## config.mk

```make
export PLATFORM = sky130hd
export DESIGN_NAME = instr_encoder
export DESIGN_NICKNAME = d
export VERILOG_FILES = /design/src/rtl/instr_encoder.sv
export SDC_FILE = /design/constraint.sdc
export NUM_CORES = 1
export LEC_CHECK = 0
export CAP_MARGIN = 5
export CORE_UTILIZATION = 31
export CTS_CLUSTER_DIAMETER = 80
export DETAILED_ROUTE_END_ITERATION = 12
export GPL_TIMING_DRIVEN = 0
export MAX_ROUTING_LAYER = met4
export PLACE_DENSITY = 0.6
export SLEW_MARGIN = 10
export SYNTH_ARGS = -nofsm -noshare
export SYNTH_HDL_FRONTEND = slang
export SYNTH_SLANG_ARGS = --single-unit
```

## constraint.sdc

```tcl
create_clock -name clock -period 4.56 [get_ports clock]
set_input_delay 0.456 -clock clock [delete_from_list [all_inputs] [get_ports clock]]
set_output_delay 0.456 -clock clock [all_outputs]
set_load 0.01 [all_outputs]
```

## src/rtl/instr_encoder.sv

```systemverilog
// instr_encoder: packs symbolic instruction requests into 32-bit MIPS words
// and writes them to consecutive instruction-memory addresses.
//
// Handshake: a request transfers on a rising clock edge where in_valid and
// in_ready are both high. in_ready depends only on the FSM state and start,
// so a producer may hold in_valid and its fields steady until it sees in_ready.
//
// state_dbg encoding: 0 IDLE, 1 ENCODE, 2 WRITE, 3 DONE.
module instr_encoder #(
    parameter int ADDR_WIDTH = 8,
    parameter int BASE_ADDR  = 0
) (
    input  logic                  clock,
    input  logic                  reset,
    input  logic                  start,
    input  logic                  in_valid,
    output logic                  in_ready,
    input  logic [3:0]            in_op,
    input  logic [4:0]            in_rs,
    input  logic [4:0]            in_rt,
    input  logic [4:0]            in_rd,
    input  logic [4:0]            in_shamt,
    input  logic [15:0]           in_imm,
    input  logic [25:0]           in_target,
    input  logic                  in_last,
    output logic                  imem_write_enable,
    output logic [ADDR_WIDTH-1:0] imem_addr,
    output logic [31:0]           imem_write_data,
    output logic [ADDR_WIDTH:0]   count,
    output logic                  done,
    output logic                  full,
    output logic [1:0]            state_dbg
);

    typedef enum logic [1:0] {
        S_IDLE   = 2'd0,
        S_ENCODE = 2'd1,
        S_WRITE  = 2'd2,
        S_DONE   = 2'd3
    } state_t;

    localparam logic [3:0] OP_SLL  = 4'd0;
    localparam logic [3:0] OP_SRL  = 4'd1;
    localparam logic [3:0] OP_MULT = 4'd2;
    localparam logic [3:0] OP_ADD  = 4'd3;
    localparam logic [3:0] OP_SUB  = 4'd4;
    localparam logic [3:0] OP_AND  = 4'd5;
    localparam logic [3:0] OP_OR   = 4'd6;
    localparam logic [3:0] OP_XOR  = 4'd7;
    localparam logic [3:0] OP_NOR  = 4'd8;
    localparam logic [3:0] OP_SLT  = 4'd9;
    localparam logic [3:0] OP_ADDI = 4'd10;
    localparam logic [3:0] OP_LW   = 4'd11;
    localparam logic [3:0] OP_SW   = 4'd12;
    localparam logic [3:0] OP_BEQ  = 4'd13;
    localparam logic [3:0] OP_J    = 4'd14;

    localparam logic [ADDR_WIDTH-1:0] BASE    = ADDR_WIDTH'(BASE_ADDR);
    localparam logic [ADDR_WIDTH-1:0] TOP     = {ADDR_WIDTH{1'b1}};
    localparam logic [ADDR_WIDTH-1:0] PTR_ONE = ADDR_WIDTH'(1);
    localparam logic [ADDR_WIDTH:0]   CNT_ONE = (ADDR_WIDTH+1)'(1);

    state_t state, state_next;

    logic [3:0]            op_q;
    logic [4:0]            rs_q, rt_q, rd_q, shamt_q;
    logic [15:0]           imm_q;
    logic [25:0]           target_q;
    logic                  last_q;
    logic [31:0]           word_q;
    logic [31:0]           enc_word;
    logic [ADDR_WIDTH-1:0] ptr;

    // Outputs decoded from state; start pre-empts both acceptance and the write.
    assign in_ready          = (state == S_IDLE) & ~start;
    assign imem_write_enable = (state == S_WRITE) & ~start;
    assign imem_addr         = ptr;
    assign imem_write_data   = word_q;
    assign state_dbg         = state;

    // Encode the captured fields; fields an op does not use are forced to zero.
    always_comb begin
        enc_word = 32'h0000_003F;
        case (op_q)
            OP_SLL:  enc_word = {6'b000000, 5'd0, rt_q, rd_q, shamt_q, 6'b000000};
            OP_SRL:  enc_word = {6'b000000, 5'd0, rt_q, rd_q, shamt_q, 6'b000010};
            OP_MULT: enc_word = {6'b000000, rs_q, rt_q, 5'd0, 5'd0, 6'b011000};
            OP_ADD:  enc_word = {6'b000000, rs_q, rt_q, rd_q, 5'd0, 6'b100000};
            OP_SUB:  enc_word = {6'b000000, rs_q, rt_q, rd_q, 5'd0, 6'b100010};
            OP_AND:  enc_word = {6'b000000, rs_q, rt_q, rd_q, 5'd0, 6'b100100};
            OP_OR:   enc_word = {6'b000000, rs_q, rt_q, rd_q, 5'd0, 6'b100101};
            OP_XOR:  enc_word = {6'b000000, rs_q, rt_q, rd_q, 5'd0, 6'b100110};
            OP_NOR:  enc_word = {6'b000000, rs_q, rt_q, rd_q, 5'd0, 6'b100111};
            OP_SLT:  enc_word = {6'b000000, rs_q, rt_q, rd_q, 5'd0, 6'b101010};
            OP_ADDI: enc_word = {6'b001000, rs_q, rt_q, imm_q};
            OP_LW:   enc_word = {6'b100011, rs_q, rt_q, imm_q};
            OP_SW:   enc_word = {6'b101011, rs_q, rt_q, imm_q};
            OP_BEQ:  enc_word = {6'b000100, rs_q, rt_q, imm_q};
            OP_J:    enc_word = {6'b000010, target_q};
            default: enc_word = 32'h0000_003F;
        endcase
    end

    // Next-state logic; start always returns to IDLE.
    always_comb begin
        state_next = state;
        if (start) begin
            state_next = S_IDLE;
        end else begin
            case (state)
                S_IDLE:   if (in_valid) state_next = S_ENCODE;
                S_ENCODE: state_next = S_WRITE;
                S_WRITE:  state_next = ((ptr == TOP) || last_q) ? S_DONE : S_IDLE;
                S_DONE:   state_next = S_DONE;
                default:  state_next = S_IDLE;
            endcase
        end
    end

    // State register.
    always_ff @(posedge clock or posedge reset) begin
        if (reset) state <= S_IDLE;
        else       state <= state_next;
    end

    // Request capture, word register, write pointer and status.
    always_ff @(posedge clock or posedge reset) begin
        if (reset) begin
            op_q     <= 4'd0;
            rs_q     <= 5'd0;
            rt_q     <= 5'd0;
            rd_q     <= 5'd0;
            shamt_q  <= 5'd0;
            imm_q    <= 16'd0;
            target_q <= 26'd0;
            last_q   <= 1'b0;
            word_q   <= 32'd0;
            ptr      <= BASE;
            count    <= '0;
            done     <= 1'b0;
            full     <= 1'b0;
        end else if (start) begin
            ptr   <= BASE;
            count <= '0;
            done  <= 1'b0;
            full  <= 1'b0;
        end else begin
            case (state)
                S_IDLE: begin
                    if (in_valid) begin
                        op_q     <= in_op;
                        rs_q     <= in_rs;
                        rt_q     <= in_rt;
                        rd_q     <= in_rd;
                        shamt_q  <= in_shamt;
                        imm_q    <= in_imm;
                        target_q <= in_target;
                        last_q   <= in_last;
                    end
                end
                S_ENCODE: word_q <= enc_word;
                S_WRITE: begin
                    count <= count + CNT_ONE;
                    if (ptr == TOP) begin
                        // The top address is terminal: the pointer never wraps.
                        full <= 1'b1;
                        done <= 1'b1;
                    end else begin
                        ptr <= ptr + PTR_ONE;
                        if (last_q) done <= 1'b1;
                    end
                end
                default: ;
            endcase
        end
    end

endmodule

```

Word level (Yosys, flattened, before mapping)
Index checks and enable logic that the tools add are counted.

$add $sub $neg: 2. Reductions and logical operators: 11. Bitwise operators: 3. Multiplexer cells: 17. Eq/ne operators: 20.

Operators by type and width (number): $pmux W32 S15 (1); $eq A4 B4 Y1 const B (7); $mux W8 (3); $mux W9 (2); $eq A4 B3 Y1 const B (4); $add A9 B1 Y9 const B (1); $add A8 B1 Y8 const B (1); $eq A4 B2 Y1 const B (2); $eq A8 B8 Y1 const B (1); $pmux W2 S4 (1); $reduce_and A2 Y1 (4); $mux W1 (7); $mux W2 (3); $eq A2 B2 Y1 const B (2); $eq A4 B1 Y1 const B (1); $logic_not A4 Y1 (1); $reduce_bool A2 Y1 (2); $ne A3 B3 Y1 const B (1); $reduce_and A3 Y1 (1); $reduce_bool A3 Y1 (1); $and A1 B1 Y1 (2); $eq A2 B1 Y1 const B (1); $logic_not A2 Y1 (1); $ne A2 B2 Y1 const B (1); other kinds (2) (2).

Flip-flop bits (word level): 120. Logic and storage cells: 67. Output and inout port bits: 55.

Logic depth before layout (Yosys ltp)
Gate-level depths: netlist (run 1).

Depth in word-level cells: 5. Mapped depth: 6. Gate-level depth less buffers: 5.

Worst setup path after synthesis (run 1)
No wires, ideal clock.

Path kind: register to register. From: reg state[0], in the netlist state_dbg[0]. To: reg rs_q[1]. Cell stages (with the launch flop): 6. Data arrival time: 1663 ps. Slack: 2772 ps. Path buffers: 2. Data required time: 4435 ps. Path through: dfrtp_1 nor3_1 and2_1 buf_2 buf_2 mux2_2.

Longest elaborated chain between the ends: 2.

Ends and longest elaborated chain: from (decl) (RTL line 63) `state_t state, state_next;`; from (signal assigned) (RTL line 123) `else state <= state_next;`; $logic_not A2 Y1 (RTL line 148) `case (state)`; $reduce_and A3 Y1 (no line); to (signal assigned) (RTL line 152) `rs_q <= in_rs;`; to (decl) (RTL line 66) `logic [4:0] rs_q, rt_q, rd_q, shamt_q;`.

Every way passes these cells. A chain may end at the register's enable or synchronous reset.

Worst setup path after layout (run 1)
From: in start. To: out imem_write_enable.

Longest elaborated chain between the ends: 2.

Ends and longest elaborated chain: from (decl) (RTL line 15) `input logic start,`; $not A1 Y1 (no line); $and A1 B1 Y1 (RTL line 76) `assign imem_write_enable = (state == S_WRITE) & ~start;`; to (decl) (RTL line 26) `output logic imem_write_enable,`.

Every way passes these cells.

==> results.yml, run 1 <==
clocking:
  cts_resized: 0
  tritoncts: "built"
  postCtsHoldBufs: 0
  h-tree-depth: 4
  clock_latency_ns: 0.41
  clk_pin_slew_ns: 0.05
  cts_made_buffers: 17
  clock_path_buffers: 2
  cts.repair_timing.setup_buffer_count: 0
  cts_num_sinks: 118
  cts_root_buffer: "sky130_fd_sc_hd__clkbuf_16"
sta:
  finalSetupViolations: 0
  rsz0062_at_grt: "no"
  fmaxAchievable_mhz: 361
  finalHoldWorstSlack_ns: 0.409
  final_max_tran_viols: 0
  post-route-min-period_ns: 2.77
  post_route_clock_skew_ns: 0.00634
  timing_worst_slew_pin_value_ns: 0.833
  layout_worst_path_cycle_share_pct: 60.7
  finalHoldViolCount: 0
  max-slew-margin-rel_pct: 44.3
floorplanning:
  top_level_ports: 126
  floorplan.die_area_um2: 17900
  die_width_um: 134
  floorplan.die.height_um: 134
  initial_standard_cell_utilization_of_the_core_pct: 32.1
  rows: 47
  core_outline_area_um2: 16800
logic_synthesis:
  synthCells: 467
  ys_seq_area_share_pct: 54.7
  synth_top_cell_area_share_pct: 54.7
  synthDistinctLibCells: 54
  synth.ff_latch_count: 118
  yosysMostFrequentCell: "sky130_fd_sc_hd__dfrtp_1"
  synth.cells.most_frequent: "sky130_fd_sc_hd__dfrtp_1, sky130_fd_sc_hd__mux2_2, sky130_fd_sc_hd__o21ai_0"
  synthDominantAreaCellType: "sky130_fd_sc_hd__dfrtp_1"
  mapped_area_um2: 5400
  postSynth.asyncResetShare_pct: 100
  yosys_warnings: 0
  avgSynthCellArea_um2: 11.6
  postSynthNetCount: 540
  yosys-top-cells-area: "sky130_fd_sc_hd__dfrtp_1, sky130_fd_sc_hd__mux2_2, sky130_fd_sc_hd__a22oi_1"
  synth_enable_flop_cells: 0
  commonest_register_cell_after_synthesis: "sky130_fd_sc_hd__dfrtp_1"
route:
  detailedRoute.firstPassIterationCount: 5
  drt_drc_violations_left: 0
  drt-met1-wl_um: 6530
  post_drt_wl_per_cell_um: 17.2
  topRoutingLayerUsed: "met4"
  routed-via-count: 4195
  met2_length_um: 7020
  route.met3.wl_um: 627
  antenna_nets_post_route: 0
  drt_first_iter_violations: 213
  via_per_instance_ratio: 4.98
  wirelength_um: 14400
setup_path:
  worst_ep_arrival_time_ns: 2.31
  critical_path.max_fanout: 10
  timing_worst_setup_path_type: "in -> out"
  worst_r2r_path_depth: 5
  crit_path_end_kind: "output pin"
  critical_path_source_type: "primary input"
  critical_path_required_ns: 4.10
grt:
  grt_pass1_vias: 4297
  grt_first_pass_wirelength_um: 23000
  track_usage_pct: 17.2
  overall_overflow_remaining_after_global_route: 0
  grt_start_max_net_pins: 81
  initial_antenna_violation_count: 0
placement:
  routability_congestion_estimate: 0.830
  placedCellCount: 812
  port-buffer-count: 124
  placed_instance_area_um2: 6950
  hpwlAfterDp_um: 10500
cells_and_area:
  antenna_cells: 0
  finish.instance_area_um2: 7480
  num-nets-final: 684
  n_fill_cell: 1575
  area_growth_syn_to_layout_pct: 38.5
  layout.area.seq_um2: 2950
  post_layout_nonfiller_instances: 842
  layout-drive-gt1-share_pct: 19.1
  multi_input_comb_area_um2: 2250
hold_path:
  holdCritPathClass: "in -> async"
power_and_ir_drop:
  power-per-cell-area_nw_per_um2: 509
  power_leakage_nw: 3.07
  vdd_ir_drop_max_uv: 280
outcome:
  status: "completed"
flow_run:
  drv_cap: 0
-- where the power goes --
group	internal, W	total [W]	switching, W
logic	0.000603	0.00109	0.000489
registers	0.00133	0.00152	0.000189
clock network	0.000755	0.00119	0.000436
total	0.00269	0.00380	0.00112
-- critical path, stage by stage --
cell	delay (ns)
sky130_fd_sc_hd__clkdlybuf4s50_1	0.60
sky130_fd_sc_hd__clkbuf_1	0.42
sky130_fd_sc_hd__inv_1	0.18
sky130_fd_sc_hd__and2_1	0.18
sky130_fd_sc_hd__clkdlybuf4s50_1	0.47
-- metal layers --
layer / vias to the layer above / track usage [%]
met5: - / -
met2: 130 / 26.8
met4: 0 / 6.57
met3: 18 / 3.44
met1: 2069 / 22.1
li1: 1978 / -
-- cell type report --
class / instances / area share [%]
Buffer: 32 / 2.34
Clock buffer: 26 / 6.81
Clock inverter: 4 / 0.268
Inverter: 5 / 0.318
Multi-Input combinational cell: 312 / 30.1
Sequential cell: 118 / 39.5
Tap cell: 220 / 3.68
Timing Repair Buffer: 125 / 17.0
-- sequential cells by signal, summed over array words and instances, names as in the netlist, 2 cells and up --
name             flops
count                9
rd_q                 5
op_q                 4
rt_q                 5
target_q            26
shamt_q              5
state_dbg            2
rs_q                 5
imem_write_data     30
imem_addr            8
imm_q               16
-- through the flow --
| stage | worst slack, ns | power (W) | setup TNS [ns] | utilization [%] |
|---|---|---|---|---|
| 2_1_floorplan | 0.975 | 0.00210 | 0 | - |
| 3_3_place_gp | -0.698 | 0.00260 | -81.74 | 41.1 |
| 3_5_place_dp | 1.80 | 0.00263 | 0 | 41.3 |
| 4_1_cts | 1.78 | 0.00383 | 0 | 44.5 |
| 5_1_grt | 1.63 | 0.00400 | 0 | 44.5 |
| 6_report | 1.79 | 0.00380 | 0 | 44.5 |
-- logic make-up after synthesis --
family                     Yosys count  synth area share (%)
xor gates and xnor gates            10                  1.62
buffers and inverters               37                  3.59
and+or+nand+nor                    109                  10.4
DFF                                118                  54.7
other                                1                0.0695
adders and majority gates            2                 0.463
muxes                               73                  15.1
AOI/OAI and AO/OA                  117                  14.0
-- worst paths after layout --
kind / start / slack [ns] / end
worst max-delay path: start / 1.79 / imem_write_enable
worst min-delay path: reset / 0.41 / target_q[23]$_DFFE_PP0P_
worst max register to register: op_q[2]$_DFFE_PP0P_ / 2.66 / imem_write_data[6]$_DFFE_PP0P_
worst min register to register: imem_write_data[18]$_DFFE_PP0P_ / 0.48 / imem_write_data[18]$_DFFE_PP0P_
max in group asynchronous: reset / 3.43 / imem_write_data[15]$_DFFE_PP0P_
min in group clock: imem_write_data[18]$_DFFE_PP0P_ / 0.48 / imem_write_data[18]$_DFFE_PP0P_
-- placed cells by master, fill, tap and decap left out, drive strengths merged, types with 2 or more instances in the layout --
cell type / count
a22oi: 21
mux2i: 4
xor2: 9
inv: 4
a31oi: 2
clkdlybuf4s50: 124
clkinv: 5
clkbuf: 37
or3: 2
o211ai: 3
a21oi: 22
nand2b: 13
nor2b: 4
and2: 4
nor3b: 6
o21a: 4
nor2: 25
o21bai: 2
o31ai: 5
nand2: 27
nor4: 3
nor3: 3
and4b: 2
o31a: 2
nand3: 11
nand4: 3
dfrtp: 118
buf: 22
ha: 2
mux2: 69
o21ai: 38
o22ai: 2
a22o: 7
Note: power is estimated with default switching activity, not from simulation.
==> run 2, diff against run 1 <==
==> constraint.sdc (replaced) <==
create_clock -name clock -period 2.7 [get_ports clock]
set_input_delay 0.27 -clock clock [delete_from_list [all_inputs] [get_ports clock]]
set_output_delay 0.27 -clock clock [all_outputs]
set_load 0.01 [all_outputs]
==> results.yml, run 2 (synthesis results as in run 1) <==
floorplanning:
  rows: 47
  top_level_ports: 126
  core_outline_area_um2: 16800
  floorplan.die_area_um2: 17900
  die_width_um: 134
  initial_standard_cell_utilization_of_the_core_pct: 32.1
  floorplan.die.height_um: 134
outcome:
  status: "completed"
setup_path:
  critical_path_required_ns: 2.43
  timing_worst_setup_path_type: "in -> out"
  worst_ep_arrival_time_ns: 2.11
  crit_path_end_kind: "output pin"
  critical_path.max_fanout: 10
  critical_path_source_type: "primary input"
cells_and_area:
  num-nets-final: 686
  layout-drive-gt1-share_pct: 20.1
  antenna_cells: 0
  n_fill_cell: 1608
  utilization_pct: 45.4
  layout.cells.most_common_list: "sky130_fd_sc_hd__clkdlybuf4s50_1, sky130_fd_sc_hd__dfrtp_1, sky130_fd_sc_hd__mux2_2"
  area_growth_syn_to_layout_pct: 41.6
  layout_commonest_cell: "sky130_fd_sc_hd__clkdlybuf4s50_1"
  max_ffs_per_register: 30
sta:
  timing.setup.tns_ns: 0
  layout_worst_path_cycle_share_pct: 88.0
  fmaxAchievable_mhz: 421
  finalSetupViolations: 0
  max-slew-margin-rel_pct: 43.1
  post-route-min-period_ns: 2.38
  final_max_tran_viols: 0
  timing_worst_slew_pin_value_ns: 0.852
  rsz0062_at_grt: "no"
  post_route_clock_skew_ns: 0.00731
  finalHoldViolCount: 0
route:
  drt_drc_violations_left: 0
  via_per_instance_ratio: 4.91
  antenna_nets_post_route: 0
  wirelength_um: 14300
  routed-via-count: 4154
  detailedRoute.firstPassIterationCount: 4
  post_drt_wl_per_cell_um: 16.9
  drt_first_iter_violations: 232
clocking:
  cts.repair_timing.setup_buffer_count: 0
  clk_pin_slew_ns: 0.05
  cts_num_sinks: 118
  cts_resized: 0
  cts_root_buffer: "sky130_fd_sc_hd__clkbuf_16"
  tritoncts: "built"
  h-tree-depth: 4
  clock_path_buffers: 2
  cts_made_buffers: 17
  postCtsHoldBufs: 0
  clock_latency_ns: 0.41
power_and_ir_drop:
  power-per-cell-area_nw_per_um2: 902
  vdd_ir_drop_max_uv: 493
  power_leakage_nw: 3.14
placement:
  port-buffer-count: 124
  routability_congestion_estimate: 0.817
  hpwlAfterDp_um: 10500
grt:
  track_usage_pct: 17.4
  grt_pass1_vias: 4242
  overall_overflow_remaining_after_global_route: 0
  grt_first_pass_wirelength_um: 23100
  initial_antenna_violation_count: 0
  grt_start_max_net_pins: 37
hold_path:
  holdCritPathClass: "in -> async"
flow_run:
  drv_cap: 0
## run 2: changes by cell type in the layout (fill, tap and decap cells not counted), sizes merged
cell / previous run / this run
clkinvlp: 0 / 2
clkbuf: 37 / 36
clkinv: 5 / 3
buf: 22 / 24
inv: 4 / 3
bufinv: 0 / 4
## run 2: area by class of cell
class | count | area [um^2] | area share (%)
clock inverter | 7 | 138 | 1.80
sequential | 118 | 2950 | 38.6
timing repair buffer | 127 | 1300 | 17.0
clock buffer | 25 | 526 | 6.88
multi-input combinational | 312 | 2250 | 29.5
inverter | 5 | 22.5 | 0.295
tap | 220 | 275 | 3.60
buffer | 32 | 175 | 2.29
## run 2: through the flow
step | power, W | hold WS, ns | area, um^2 | worst slack, ns | std cells
floorplan | 0.00355 | 0.387 | 5400 | 0.912 | 467
global placement | 0.00439 | 0.458 | 6920 | -0.138 | 811
detailed placement | 0.00444 | 0.471 | 6980 | 0.326 | 814
CTS | 0.00696 | 0.259 | 7640 | 0.319 | 846
global route | 0.00725 | 0.293 | 7640 | 0.214 | 846
finish | 0.00690 | 0.255 | 7640 | 0.325 | 846
## run 2: report_power, final
group / internal (W) / switching, W / leakage, nW
Sequential: 0.00224 / 0.000312 / 1.47
Combinational: 0.00102 / 0.000836 / 1.35
Clock: 0.00171 / 0.000766 / 0.326
Total: 0.00498 / 0.00191 / 3.14
## run 2: worst paths after layout
path                       slack [ns]                               to  cells after the start                             from
setup / recovery                 0.32                imem_write_enable                      5                            start
hold / removal                   0.25         target_q[24]$_DFFE_PP0P_                      2                            reset
setup reg to reg                 0.84              rs_q[1]$_DFFE_PP0P_                      5         state_dbg[0]$_DFFE_PP0P_
hold reg to reg                  0.48  imem_write_data[29]$_DFFE_PP0P_                      2  imem_write_data[29]$_DFFE_PP0P_
max in group asynchronous        1.66   imem_write_data[9]$_DFFE_PP0P_                      4                            reset
min in group clock               0.46              op_q[3]$_DFFE_PP0P_                      3                         in_op[3]
## run 2: layer usage
layer  track usage, %  up-vias  wire, um
met1             22.7     2053      6700
met5                -        -         0
met3             3.59       17       511
li1                 -     1987         -
met2             26.9       97      6830
met4             6.25        0       215
## run 2: worst max-delay path, stage by stage
cell,delay (ns)
sky130_fd_sc_hd__clkdlybuf4s50_1,0.61
sky130_fd_sc_hd__clkbuf_1,0.40
sky130_fd_sc_hd__inv_1,0.17
sky130_fd_sc_hd__and2_1,0.18
sky130_fd_sc_hd__clkdlybuf4s50_1,0.48
==> run 3, diff against run 2 <==
--- a/config.mk
+++ b/config.mk
@@ -6,6 +6,7 @@
 export NUM_CORES = 1
 export LEC_CHECK = 0
 export CAP_MARGIN = 5
+export CORE_ASPECT_RATIO = 1.2
 export CORE_UTILIZATION = 31
 export CTS_CLUSTER_DIAMETER = 80
 export DETAILED_ROUTE_END_ITERATION = 12
==> results.yml, run 3 (synthesis results as in run 1) <==
placement:
  routability_congestion_estimate: 0.844
  hpwlAfterDp_um: 10900
  port-buffer-count: 124
  placed_instance_area_um2: 6990
setup_path:
  critical_path_source_type: "primary input"
  crit_path_end_kind: "output pin"
  critical_path.max_fanout: 10
  critical_path.startpoint: "start"
  r2r_startpoint: "state_dbg[0]$_DFFE_PP0P_"
  timing.reg2reg.setup_slack_ns: 0.81
  rr_endpoint: "imem_write_data[1]$_DFFE_PP0P_"
  timing_worst_setup_path_type: "in -> out"
  critical_path_required_ns: 2.43
  worst_ep_arrival_time_ns: 2.12
  worst_r2r_path_depth: 4
  endpoint: "imem_write_enable"
cells_and_area:
  layout.cells.most_common_list: "sky130_fd_sc_hd__clkdlybuf4s50_1, sky130_fd_sc_hd__dfrtp_1, sky130_fd_sc_hd__mux2_2"
  layout_commonest_cell: "sky130_fd_sc_hd__clkdlybuf4s50_1"
  n_fill_cell: 1564
  finish.instance_area_um2: 7670
  area_growth_syn_to_layout_pct: 42.1
  antenna_cells: 0
  num-nets-final: 687
  max_ffs_per_register: 30
  utilization_pct: 45.2
  layout-drive-gt1-share_pct: 20.1
outcome:
  status: "completed"
sta:
  timing.setup.tns_ns: 0
  final_max_tran_viols: 0
  layout_worst_path_cycle_share_pct: 88.5
  max-slew-margin-rel_pct: 36.6
  post-route-min-period_ns: 2.39
  rsz0062_at_grt: "no"
  timing_worst_slew_pin_value_ns: 0.949
  finalSetupViolations: 0
  fmaxAchievable_mhz: 419
  finalHoldViolCount: 0
  post_route_clock_skew_ns: 0.0119
floorplanning:
  core_outline_area_um2: 17000
  floorplan.die.height_um: 147
  floorplan.die_area_um2: 17900
  rows: 52
  top_level_ports: 126
  initial_standard_cell_utilization_of_the_core_pct: 31.8
  die_width_um: 122
route:
  wirelength_um: 14600
  post_drt_wl_per_cell_um: 17.3
  antenna_nets_post_route: 0
  detailedRoute.firstPassIterationCount: 4
  drt_drc_violations_left: 0
  drt_first_iter_violations: 164
  routed-via-count: 4247
  via_per_instance_ratio: 5.04
power_and_ir_drop:
  vdd_ir_drop_max_uv: 440
  power_leakage_nw: 3.16
  power-per-cell-area_nw_per_um2: 909
hold_path:
  holdCritPathClass: "in -> async"
clocking:
  clock_latency_ns: 0.41
  cts.repair_timing.setup_buffer_count: 0
  cts_made_buffers: 17
  cts_num_sinks: 118
  cts_root_buffer: "sky130_fd_sc_hd__clkbuf_16"
  h-tree-depth: 4
  postCtsHoldBufs: 0
  clock_path_buffers: 2
  clk_pin_slew_ns: 0.05
  cts_resized: 0
  tritoncts: "built"
grt:
  grt_start_max_net_pins: 37
  overall_overflow_remaining_after_global_route: 0
  track_usage_pct: 18.0
  initial_antenna_violation_count: 0
  grt_first_pass_wirelength_um: 23500
  grt_pass1_vias: 4451
flow_run:
  drv_cap: 0
==> run 3: stage by stage <==
stage | power, W | worst slack, ns | std cells | hold slack (ns)
after floorplan | 0.00355 | 0.912 | 467 | 0.387
after global placement | 0.00439 | -0.158 | 807 | 0.454
after detailed placement | 0.00447 | 0.305 | 811 | 0.455
after CTS | 0.00705 | 0.306 | 843 | 0.0691
after global routing | 0.00736 | 0.209 | 843 | 0.0753
final | 0.00697 | 0.311 | 843 | 0.0870
==> run 3: layer usage <==
layer / track usage, % / wire, um
met5: - / 0
met4: 8.05 / 372
met3: 5.55 / 954
met2: 27.6 / 7000
met1: 21.5 / 6260
==> run 3: worst min-delay path by stage <==
stage          slack [ns]                              end                             from
3_3_place_gp         0.45  imem_write_data[28]$_DFFE_PP0P_  imem_write_data[28]$_DFFE_PP0P_
2_1_floorplan        0.39             imm_q[5]$_DFFE_PP0P_                        in_imm[5]
6_report             0.09             count[6]$_DFFE_PP0P_                            reset
5_1_grt              0.08             count[6]$_DFFE_PP0P_                            reset
3_5_place_dp         0.45  imem_write_data[28]$_DFFE_PP0P_  imem_write_data[28]$_DFFE_PP0P_
4_1_cts              0.07             count[6]$_DFFE_PP0P_                            reset
==> run 3: worst max-delay path, stage by stage <==
cell and delay (ns):
sky130_fd_sc_hd__clkdlybuf4s50_1 0.62, sky130_fd_sc_hd__clkbuf_1 0.40, sky130_fd_sc_hd__inv_1 0.18, sky130_fd_sc_hd__and2_1 0.17, sky130_fd_sc_hd__clkdlybuf4s50_1 0.47
==> run 3: area by class of cell <==
cell class	instances	area, um^2	area share, %
buffer	32	175	2.28
clock buffer	25	515	6.72
sequential	118	2950	38.5
inverter	5	22.5	0.294
timing repair buffer	128	1320	17.2
multi-input combinational	312	2250	29.4
clock inverter	7	163	2.12
tap	216	270	3.52
==> run 3: power by group <==
part	switching, W	total (W)	internal (W)
Clock	0.000762	0.00255	0.00178
Sequential	0.000306	0.00255	0.00224
Combinational	0.000848	0.00187	0.00103
Total	0.00192	0.00697	0.00506
